**config.mk**
```make
export PLATFORM = sky130hd
export DESIGN_NAME = sha1_mm_csr_chain_flat
export DESIGN_NICKNAME = d
export VERILOG_FILES = /design/src/rtl/sha1_mm_csr_chain_if.sv /design/src/rtl/sha1_mm_csr_chain.sv /design/src/flat_wrapper.sv
export SDC_FILE = /design/constraint.sdc
export NUM_CORES = 2
export LEC_CHECK = 0
export ABC_AREA = 1
export BUFFER_PORTS_ARGS = -buffer_cell sky130_fd_sc_hd__buf_2
export CAP_MARGIN = 5
export CORE_AREA = 8 8 343 345
export CTS_BUF_LIST = sky130_fd_sc_hd__clkbuf_4
export DETAILED_ROUTE_END_ITERATION = 8
export DIE_AREA = 0 0 351 353
export GPL_ROUTABILITY_DRIVEN = 0
export GPL_TIMING_DRIVEN = 0
export PLACE_DENSITY_LB_ADDON = 0.12
export SLEW_MARGIN = 20
export SYNTH_ARGS = -nofsm -noshare
export SYNTH_HDL_FRONTEND = slang
export SYNTH_SLANG_ARGS = --single-unit
```
**constraint.sdc**
```tcl
create_clock -name clk -period 3.8 [get_ports clk]
set_clock_uncertainty 0.2 [all_clocks]
set_input_delay 0.95 -clock clk [delete_from_list [all_inputs] [get_ports clk]]
set_output_delay 0.95 -clock clk [all_outputs]
set_load 0.005 [all_outputs]
```
**src/rtl/sha1_mm_csr_chain_if.sv**
```systemverilog
// Avalon-MM CSR bus between the system master and the SHA-1 chaining front end.
interface sha1_mm_csr_chain_if;
    logic        write;
    logic        read;
    logic [4:0]  address;
    logic [31:0] writedata;
    logic [31:0] readdata;
    logic        irq;

    modport master (output write, read, address, writedata, input readdata, irq);
    modport slave  (input write, read, address, writedata, output readdata, irq);
endinterface

```
**src/rtl/sha1_mm_csr_chain.sv**
```systemverilog
// CSR front end for a SHA-1 compression core: message/digest registers, chaining
// across blocks, status with W1C bits, level irq and a core-hang timeout.
module sha1_mm_csr_chain #(
    parameter int unsigned  TIMEOUT_CYCLES = 255,
    parameter int unsigned  CNT_W          = 32,
    parameter logic [159:0] IV = 160'h67452301_EFCDAB89_98BADCFE_10325476_C3D2E1F0
) (
    input  logic                  clk,
    input  logic                  reset,
    sha1_mm_csr_chain_if.slave    bus,
    output logic                  core_start,
    output logic [511:0]          core_block,
    output logic [159:0]          core_hin,
    input  logic                  core_done,
    input  logic [159:0]          core_digest
);
    typedef enum logic [1:0] {IDLE, LAUNCH, WAIT} state_t;

    state_t             state;
    logic [15:0][31:0]  msg;       // MSG i lives in msg[15-i] so MSG0 lands on the block MSBs
    logic [159:0]       digest;
    logic [CNT_W-1:0]   blk_cnt;
    logic [31:0]        wait_cnt;
    logic               mode, irq_en, run_mode;
    logic               done, timeout, wr_err;

    logic        busy, wr_ctrl, wr_stat, wr_msg, start_req, hw_done, hw_to;
    logic [3:0]  msg_idx;
    logic [31:0] rd_val;

    assign busy      = (state != IDLE);
    assign wr_ctrl   = bus.write && (bus.address == 5'd0);
    assign wr_stat   = bus.write && (bus.address == 5'd1);
    assign wr_msg    = bus.write && (bus.address >= 5'd2) && (bus.address <= 5'd17);
    assign msg_idx   = 4'(5'd17 - bus.address);
    assign start_req = wr_ctrl && bus.writedata[0] && !busy;
    assign hw_done   = (state == WAIT) && core_done;
    // core_done in the limit cycle takes priority over the timeout
    assign hw_to     = (state == WAIT) && !core_done && (TIMEOUT_CYCLES != 0)
                       && (wait_cnt == TIMEOUT_CYCLES);
    assign bus.irq   = irq_en & (done | timeout);

    always_comb begin
        rd_val = '0;
        case (bus.address)
            5'd0:  rd_val = {29'b0, irq_en, mode, 1'b0};
            5'd1:  rd_val = {28'b0, wr_err, timeout, done, busy};
            5'd18: rd_val = digest[159:128];
            5'd19: rd_val = digest[127:96];
            5'd20: rd_val = digest[95:64];
            5'd21: rd_val = digest[63:32];
            5'd22: rd_val = digest[31:0];
            5'd23: rd_val = 32'(blk_cnt);
            default: if (bus.address >= 5'd2 && bus.address <= 5'd17) rd_val = msg[msg_idx];
        endcase
    end

    always_ff @(posedge clk) begin
        if (reset) begin
            state        <= IDLE;
            msg          <= '0;
            digest       <= '0;
            blk_cnt      <= '0;
            wait_cnt     <= '0;
            mode         <= 1'b0;
            irq_en       <= 1'b0;
            run_mode     <= 1'b0;
            done         <= 1'b0;
            timeout      <= 1'b0;
            wr_err       <= 1'b0;
            core_start   <= 1'b0;
            core_block   <= '0;
            core_hin     <= '0;
            bus.readdata <= '0;
        end else begin
            bus.readdata <= bus.read ? rd_val : 32'd0;
            core_start   <= 1'b0;

            if (wr_ctrl) begin
                mode   <= bus.writedata[1];
                irq_en <= bus.writedata[2];
            end
            if (wr_msg && !busy) msg[msg_idx] <= bus.writedata;

            // clears first, hardware sets last so a set in the same cycle wins
            if (wr_stat) begin
                if (bus.writedata[1]) done    <= 1'b0;
                if (bus.writedata[2]) timeout <= 1'b0;
                if (bus.writedata[3]) wr_err  <= 1'b0;
            end
            if (start_req) begin
                done    <= 1'b0;
                timeout <= 1'b0;
            end
            if (hw_done) done    <= 1'b1;
            if (hw_to)   timeout <= 1'b1;
            if (busy && (wr_msg || (wr_ctrl && bus.writedata[0]))) wr_err <= 1'b1;

            case (state)
                IDLE: if (start_req) begin
                    state      <= LAUNCH;
                    core_start <= 1'b1;
                    core_block <= msg;
                    core_hin   <= bus.writedata[1] ? digest : IV;
                    run_mode   <= bus.writedata[1];
                end
                LAUNCH: begin
                    state    <= WAIT;
                    wait_cnt <= '0;
                end
                WAIT: begin
                    if (core_done) begin
                        digest  <= core_digest;
                        blk_cnt <= run_mode ? blk_cnt + 1'b1 : CNT_W'(1);
                        state   <= IDLE;
                    end else if (hw_to) begin
                        state <= IDLE;
                    end else begin
                        wait_cnt <= wait_cnt + 32'd1;
                    end
                end
                default: state <= IDLE;
            endcase
        end
    end
endmodule

```
**src/flat_wrapper.sv**
```systemverilog
// flat-port wrapper written by rule: the top's interface ports become plain ports
module sha1_mm_csr_chain_flat 
#(
    parameter int unsigned  TIMEOUT_CYCLES = 255,
    parameter int unsigned  CNT_W          = 32,
    parameter logic [159:0] IV = 160'h67452301_EFCDAB89_98BADCFE_10325476_C3D2E1F0
)
  (clk, reset, core_start, core_block, core_hin, core_done, core_digest, bus_write, bus_read, bus_address, bus_writedata, bus_readdata, bus_irq);
  sha1_mm_csr_chain_if bus_i ();
  input  logic clk;
  input  logic reset;
  output logic core_start;
  output logic [511:0] core_block;
  output logic [159:0] core_hin;
  input  logic core_done;
  input  logic [159:0] core_digest;
  input wire logic [$bits(bus_i.write)-1:0] bus_write;
  input wire logic [$bits(bus_i.read)-1:0] bus_read;
  input wire logic [$bits(bus_i.address)-1:0] bus_address;
  input wire logic [$bits(bus_i.writedata)-1:0] bus_writedata;
  output wire logic [$bits(bus_i.readdata)-1:0] bus_readdata;
  output wire logic [$bits(bus_i.irq)-1:0] bus_irq;
  assign bus_i.write = bus_write;
  assign bus_i.read = bus_read;
  assign bus_i.address = bus_address;
  assign bus_i.writedata = bus_writedata;
  assign bus_readdata = bus_i.readdata;
  assign bus_irq = bus_i.irq;
  sha1_mm_csr_chain #(.TIMEOUT_CYCLES(TIMEOUT_CYCLES), .CNT_W(CNT_W), .IV(IV)) u_core (.clk(clk), .reset(reset), .bus(bus_i), .core_start(core_start), .core_block(core_block), .core_hin(core_hin), .core_done(core_done), .core_digest(core_digest));
endmodule
```
After elaboration in Yosys (flattened, before gate mapping):

Cells that the tools add are included.

* add/sub/neg operators: 3
* order comparisons: 4
* equality and inequality tests: 14
* muxes and demuxes: 28
* bitwise gates (word level): 4
* reduce and logical (&&, ||, !) cells: 35

Operators by type and width (count)
* $bwmux W512: 1
* $pmux W32 S8: 1
* $mux W32: 6
* $mux W160: 1
* $bmux W32 S4: 1
* $demux W32 S4: 1
* $add A32 B1 Y32 const B: 2
* $pmux W32 S2: 1
* $eq A32 B8 Y1 const B: 1
* $eq A5 B5 Y1 const B: 6
* $logic_and A1 B1 Y1: 13
* $mux W1: 12
* $reduce_and A2 Y1: 6
* $reduce_bool A3 Y1: 4
* $reduce_bool A2 Y1: 4
* $mux W2: 3
* $pmux W2 S3: 1
* $eq A5 B1 Y1 const B: 1
* $ge A5 B2 Y1 const B: 1
* $le A5 B5 Y1 const B: 1
* $logic_not A5 Y1: 1
* $lt A4 B5 Y1 const B: 1
* $ge A4 B1 Y1 const B: 1
* $ne A2 B2 Y1 const B: 2
* 13 further kinds: 16

* register bits after elaboration: 1449
* input bits: 202
* output and inout bits: 706
* logic and storage cells: 118

Logic depth before layout (Yosys ltp):

* word-level depth: 7
* depth in mapped cells: 15
* gate-level depth less buffers: 13

Least setup slack after synthesis:

No wires, ideal clock.

* path kind: input port to flip-flop
* from: in bus_address[1]
* to: reg u_core.msg[416] (netlist name)
* arrival time: 2.839 ns
* slack: 0.647 ns
* stages: 12
* path buffers: 2
* cell sequence: buf_2 -> inv_1 -> ha_1 -> inv_1 -> nor2_1 -> nor2_1 -> inv_1 -> nor2_1 -> nand4_2 -> clkbuf_1 -> nor2_1 -> nor2_1

* word-level cells in the longest chain between the ends: 6
* elaborated cells between the ends (all ways): 12
* classes of those cells: 1 x add/sub; 4 x order compare; 3 x mux; 4 x reduce/logical

Ends and longest elaborated chain
* start: declaration: RTL line flat_wrapper.sv:19 `input wire logic [$bits(bus_i.address)-1:0] bus_address;`
* $sub A1 B4 Y4: RTL line sha1_mm_csr_chain.sv:35 `assign msg_idx = 4'(5'd17 - bus.address);`
* $lt A4 B5 Y1 (implied by the code) / $ge A4 B1 Y1 (equally long branches): RTL line sha1_mm_csr_chain.sv:83 `if (wr_msg && !busy) msg[msg_idx] <= bus.writedata;`
* $logic_and A1 B1 Y1 (implied by the code): RTL line sha1_mm_csr_chain.sv:83
* $mux W32 (implied by the code): RTL line sha1_mm_csr_chain.sv:83
* $demux W32 S4
* $bwmux W512: RTL line sha1_mm_csr_chain.sv:83
* end signal: indexed assignment: RTL line sha1_mm_csr_chain.sv:83
* end: declaration: RTL line sha1_mm_csr_chain.sv:20 `logic [15:0][31:0] msg;`

Several ways; a longest one is shown, not always the timed one.
A chain may end at the register's enable or synchronous reset.

Worst setup path after layout:

* from: in bus_address[2]
* to: reg u_core.run_mode

* word-level cells in the longest chain between the ends: 5

Ends and longest elaborated chain
* $logic_not A5 Y1: RTL line sha1_mm_csr_chain.sv:32 `assign wr_ctrl = bus.write && (bus.address == 5'd0);`
* $logic_and A1 B1 Y1: RTL line sha1_mm_csr_chain.sv:32
* $logic_and A1 B1 Y1 (2 in a row): RTL line sha1_mm_csr_chain.sv:36 `assign start_req = wr_ctrl && bus.writedata[0] && !busy;`
* $reduce_and A2 Y1 (no line)
* end signal: assignment: RTL line sha1_mm_csr_chain.sv:105 `run_mode <= bus.writedata[1];`
* end: declaration: RTL line sha1_mm_csr_chain.sv:24 `logic mode, irq_en, run_mode;`

Every way passes these cells.

==> flow_metrics.env <==
export IMPL_grt_start_max_net_pins=17
export IMPL_critPathSlowestCell="nor2_2"
export IMPL_ys_types=32
export IMPL_avgSynthCellArea_um2=6.90
export IMPL_hold_path_depth=3
export IMPL_drv_cap=0
export IMPL_io_pins=908
export IMPL_pwr_density_cell_mw_per_mm2=445
export IMPL_leakage_nw=32.9
export IMPL_cts_root_buf="clkbuf_4"
export IMPL_dp_cells=10800
export IMPL_cts_tree="built"
export IMPL_yosys_warnings=0
export IMPL_wl_mm=277
export IMPL_port_buffers=873
export IMPL_power_mw=31.5
export IMPL_layout_cells_non_filler=11600
export IMPL_rr_worst_depth=9
export IMPL_grt_first_pass_wirelength_mm=388
export IMPL_cts_setup_buffers=0
export IMPL_via_per_inst=5.65
export IMPL_rows=123
export IMPL_rsz0062_at_grt="no"
export IMPL_dieWidth_um=351
export IMPL_path_class="in -> reg"
export IMPL_mostFrequentLayoutCells="nand2_1 (2399), nor2_1 (1700), dfxtp_1 (1449), buf_2 (974), a21oi_1 (967)"
export IMPL_antenna_found_initial=25
export IMPL_postLayoutCellArea_mm2=0.0708
export IMPL_ys_ff_latch=1449
export IMPL_num_vias=65700
export IMPL_path_common_cell="buf_2"
export IMPL_crit_required_ns=4.71
export IMPL_drc=0
export IMPL_min_path_type="in -> reg"
export IMPL_synthMuxAreaShare_pct=0
export IMPL_crit_path_cell_trace="dlygate4sd3_1, buf_2, nor2_2, nand4_1, nor2_1, nand2_2, nor2_2, buf_2, buf_2, inv_1, a21oi_1"
export IMPL_crit_path_end_kind="register"
export IMPL_cts_buffers=386
export IMPL_grt_use_total_pct=42.1
export IMPL_synthSimpleGateAreaFrac_pct=28.6
export IMPL_grt_pass1_vias=60500
export IMPL_drt_iter0_markers=8600
export IMPL_cp_depth=11
export IMPL_synth_nets=8630
export IMPL_synth_top_family_by_area="simple AND/OR/NAND/NOR gates"
export IMPL_max_slew_margin_rel_pct=18.8
export IMPL_core_area_mm2=0.112
export IMPL_cts_sinks=1449
export IMPL_area_growth_syn_to_layout_pct=21.8
export IMPL_synth_adder_area_share_pct=0.0861
export IMPL_crit_path_max_incr_delay_ns=0.82
export IMPL_htree_levels=5
export IMPL_layout_nets=10100
export IMPL_synth_xor_area_share_pct=0.166
export IMPL_critPathTopFamily="simple AND/OR/NAND/NOR gates"
export IMPL_worst_hold_slack_ns=0.133
export IMPL_clockBufferDepth=4
export IMPL_finalHoldViolations=0
export IMPL_clk_latency_ns=1.30
export IMPL_start_util_pct=52.0
export IMPL_crit_buf_inv=5
export IMPL_grt_ovfl_total=0
export IMPL_fmax_mhz=266
export IMPL_dpl_hpwl_mm=212
export IMPL_setup_viol=0
export IMPL_maxSlewViolCount=0
export IMPL_arrival_ns=4.67
export IMPL_dieArea_mm2=0.124
export IMPL_clkTransAtPathRegs_ns=0.07
export IMPL_worstSetupStartpointType="input pin"
export IMPL_fin_setup_tns_ns=0
export IMPL_netlist_area_mm2=0.0582
export IMPL_crit_fanout=10
export IMPL_synth_yosys_seq_area_share_pct=49.9
export IMPL_drive_gt1_share_pct=16.2
export IMPL_synth_compound_area_share_pct=13.8
export IMPL_mostFrequentLayoutCell="nand2_1"
export IMPL_placed_area_mm2=0.0644
export IMPL_worstMarginPinSlew_ns=1.22
export IMPL_ant_nets=0
export IMPL_firstDrtPassIters=9
export IMPL_wl_per_cell_um=23.9
export IMPL_die_h_um=353
export IMPL_syn_inst=8424
export IMPL_status="completed"
export IMPL_min_period_ns=3.76
export IMPL_ir_drop_mv=0.248
export IMPL_post_route_period_util_pct=98.9
export IMPL_nFillCells=10700
[kinds of logic (layout without fill, tap and decap cells)]
group | after synthesis | count (layout)
AND/OR/NAND/NOR | 4291 | 4291
AO/OA/AOI/OAI | 1585 | 1585
flip-flops | 1449 | 1449
buffers and inverters | 1084 | 2766
XOR/XNOR | 11 | 11
adder cells (fa/ha/maj) | 4 | 4
other | 0 | 14
[report_power, final]
part           internal (mW)  leakage, nW  switching, mW
combinational          0.625         18.5           1.82
sequential              15.3         11.7          0.114
clock                   6.99         2.77           6.65
[worst paths after layout]
kind / start / to / slack [ns]
worst max register to register: u_core.state[0] / u_core.digest[152] / 0.34
worst max-delay path: bus_address[2] / u_core.run_mode / 0.04
worst min register to register: u_core.digest[107] / u_core.core_hin[107] / 0.21
worst min-delay path: bus_writedata[0] / u_core.msg[480] / 0.13
[worst min-delay path, stage by stage]
cell and delay (ns):
clkbuf_2 0.29, nor2_1 0.18, nor2_1 0.05
[metal layers]
layer,up-vias,share of wire [%],global-route usage [%]
met5,-,0.010,0
met4,4,8.5,29.8
met3,1119,14,15.5
met2,4790,41,61.7
met1,30300,36,50.7
li1,29500,-,-
[per-stage QoR]
| stage | setup WS, ns | util [%] |
|---|---|---|
| 3_3_place_gp | -1.06 | 57.6 |
| 5_1_grt | 0.126 | 63.3 |
| 3_5_place_dp | -1.07 | 57.6 |
| 6_report | 0.0406 | 63.3 |
| 4_1_cts | 0.0618 | 63.3 |
| 2_1_floorplan | 0.647 | - |
[Yosys cell counts, drive strengths merged]
| master | instances | area share [%] |
|---|---|---|
| o211ai | 3 | 0.039 |
| xor2 | 11 | 0.17 |
| nor3 | 40 | 0.34 |
| buf | 200 | 1.8 |
| a21oi | 969 | 8.3 |
| inv | 514 | 3.3 |
| o21a | 2 | 0.026 |
| o21ai | 566 | 4.9 |
| nand4 | 49 | 0.61 |
| nor2 | 1717 | 11 |
| a211oi | 1 | 0.013 |
| nand2 | 2402 | 16 |
| a31oi | 1 | 0.011 |
| dfxtp | 1449 | 50 |
| clkinv | 5 | 0.032 |
| o22ai | 43 | 0.46 |
| clkbuf | 365 | 2.4 |
| ha | 4 | 0.086 |
| nand3 | 81 | 0.70 |
| nor3b | 1 | 0.013 |
| nor4 | 1 | 0.011 |
[sequential cells by signal, summed over array words and instances, names as in the netlist]
register / cells
u_core.blk_cnt: 32
u_core.bus.readdata: 32
u_core.core_block: 512
u_core.core_hin: 160
u_core.core_start: 1
u_core.digest: 160
u_core.done: 1
u_core.irq_en: 1
u_core.mode: 1
u_core.msg: 512
u_core.run_mode: 1
u_core.state: 2
u_core.timeout: 1
u_core.wait_cnt: 32
u_core.wr_err: 1
[area by class of cell]
cell class                 instances  area (µm²)  share of cell area, %
antenna                           14        35.0                 0.0495
buffer                           565        2420                   3.42
clock buffer                     556        4170                   5.89
clock inverter                    80         467                  0.659
inverter                         519        1950                   2.75
multi-input combinational       5891       24800                   35.0
sequential                      1449       29000                   41.0
tap                             1500        1880                   2.65
timing repair buffer            1046        6100                   8.62
[what timing repair did]
item,in CTS,in global routing
hold buffers,172,0
resized for setup,1,2
endpoints found under the hold margin,185,0
endpoints found under the setup margin,1,3
(Power assumes the default switching activity.)
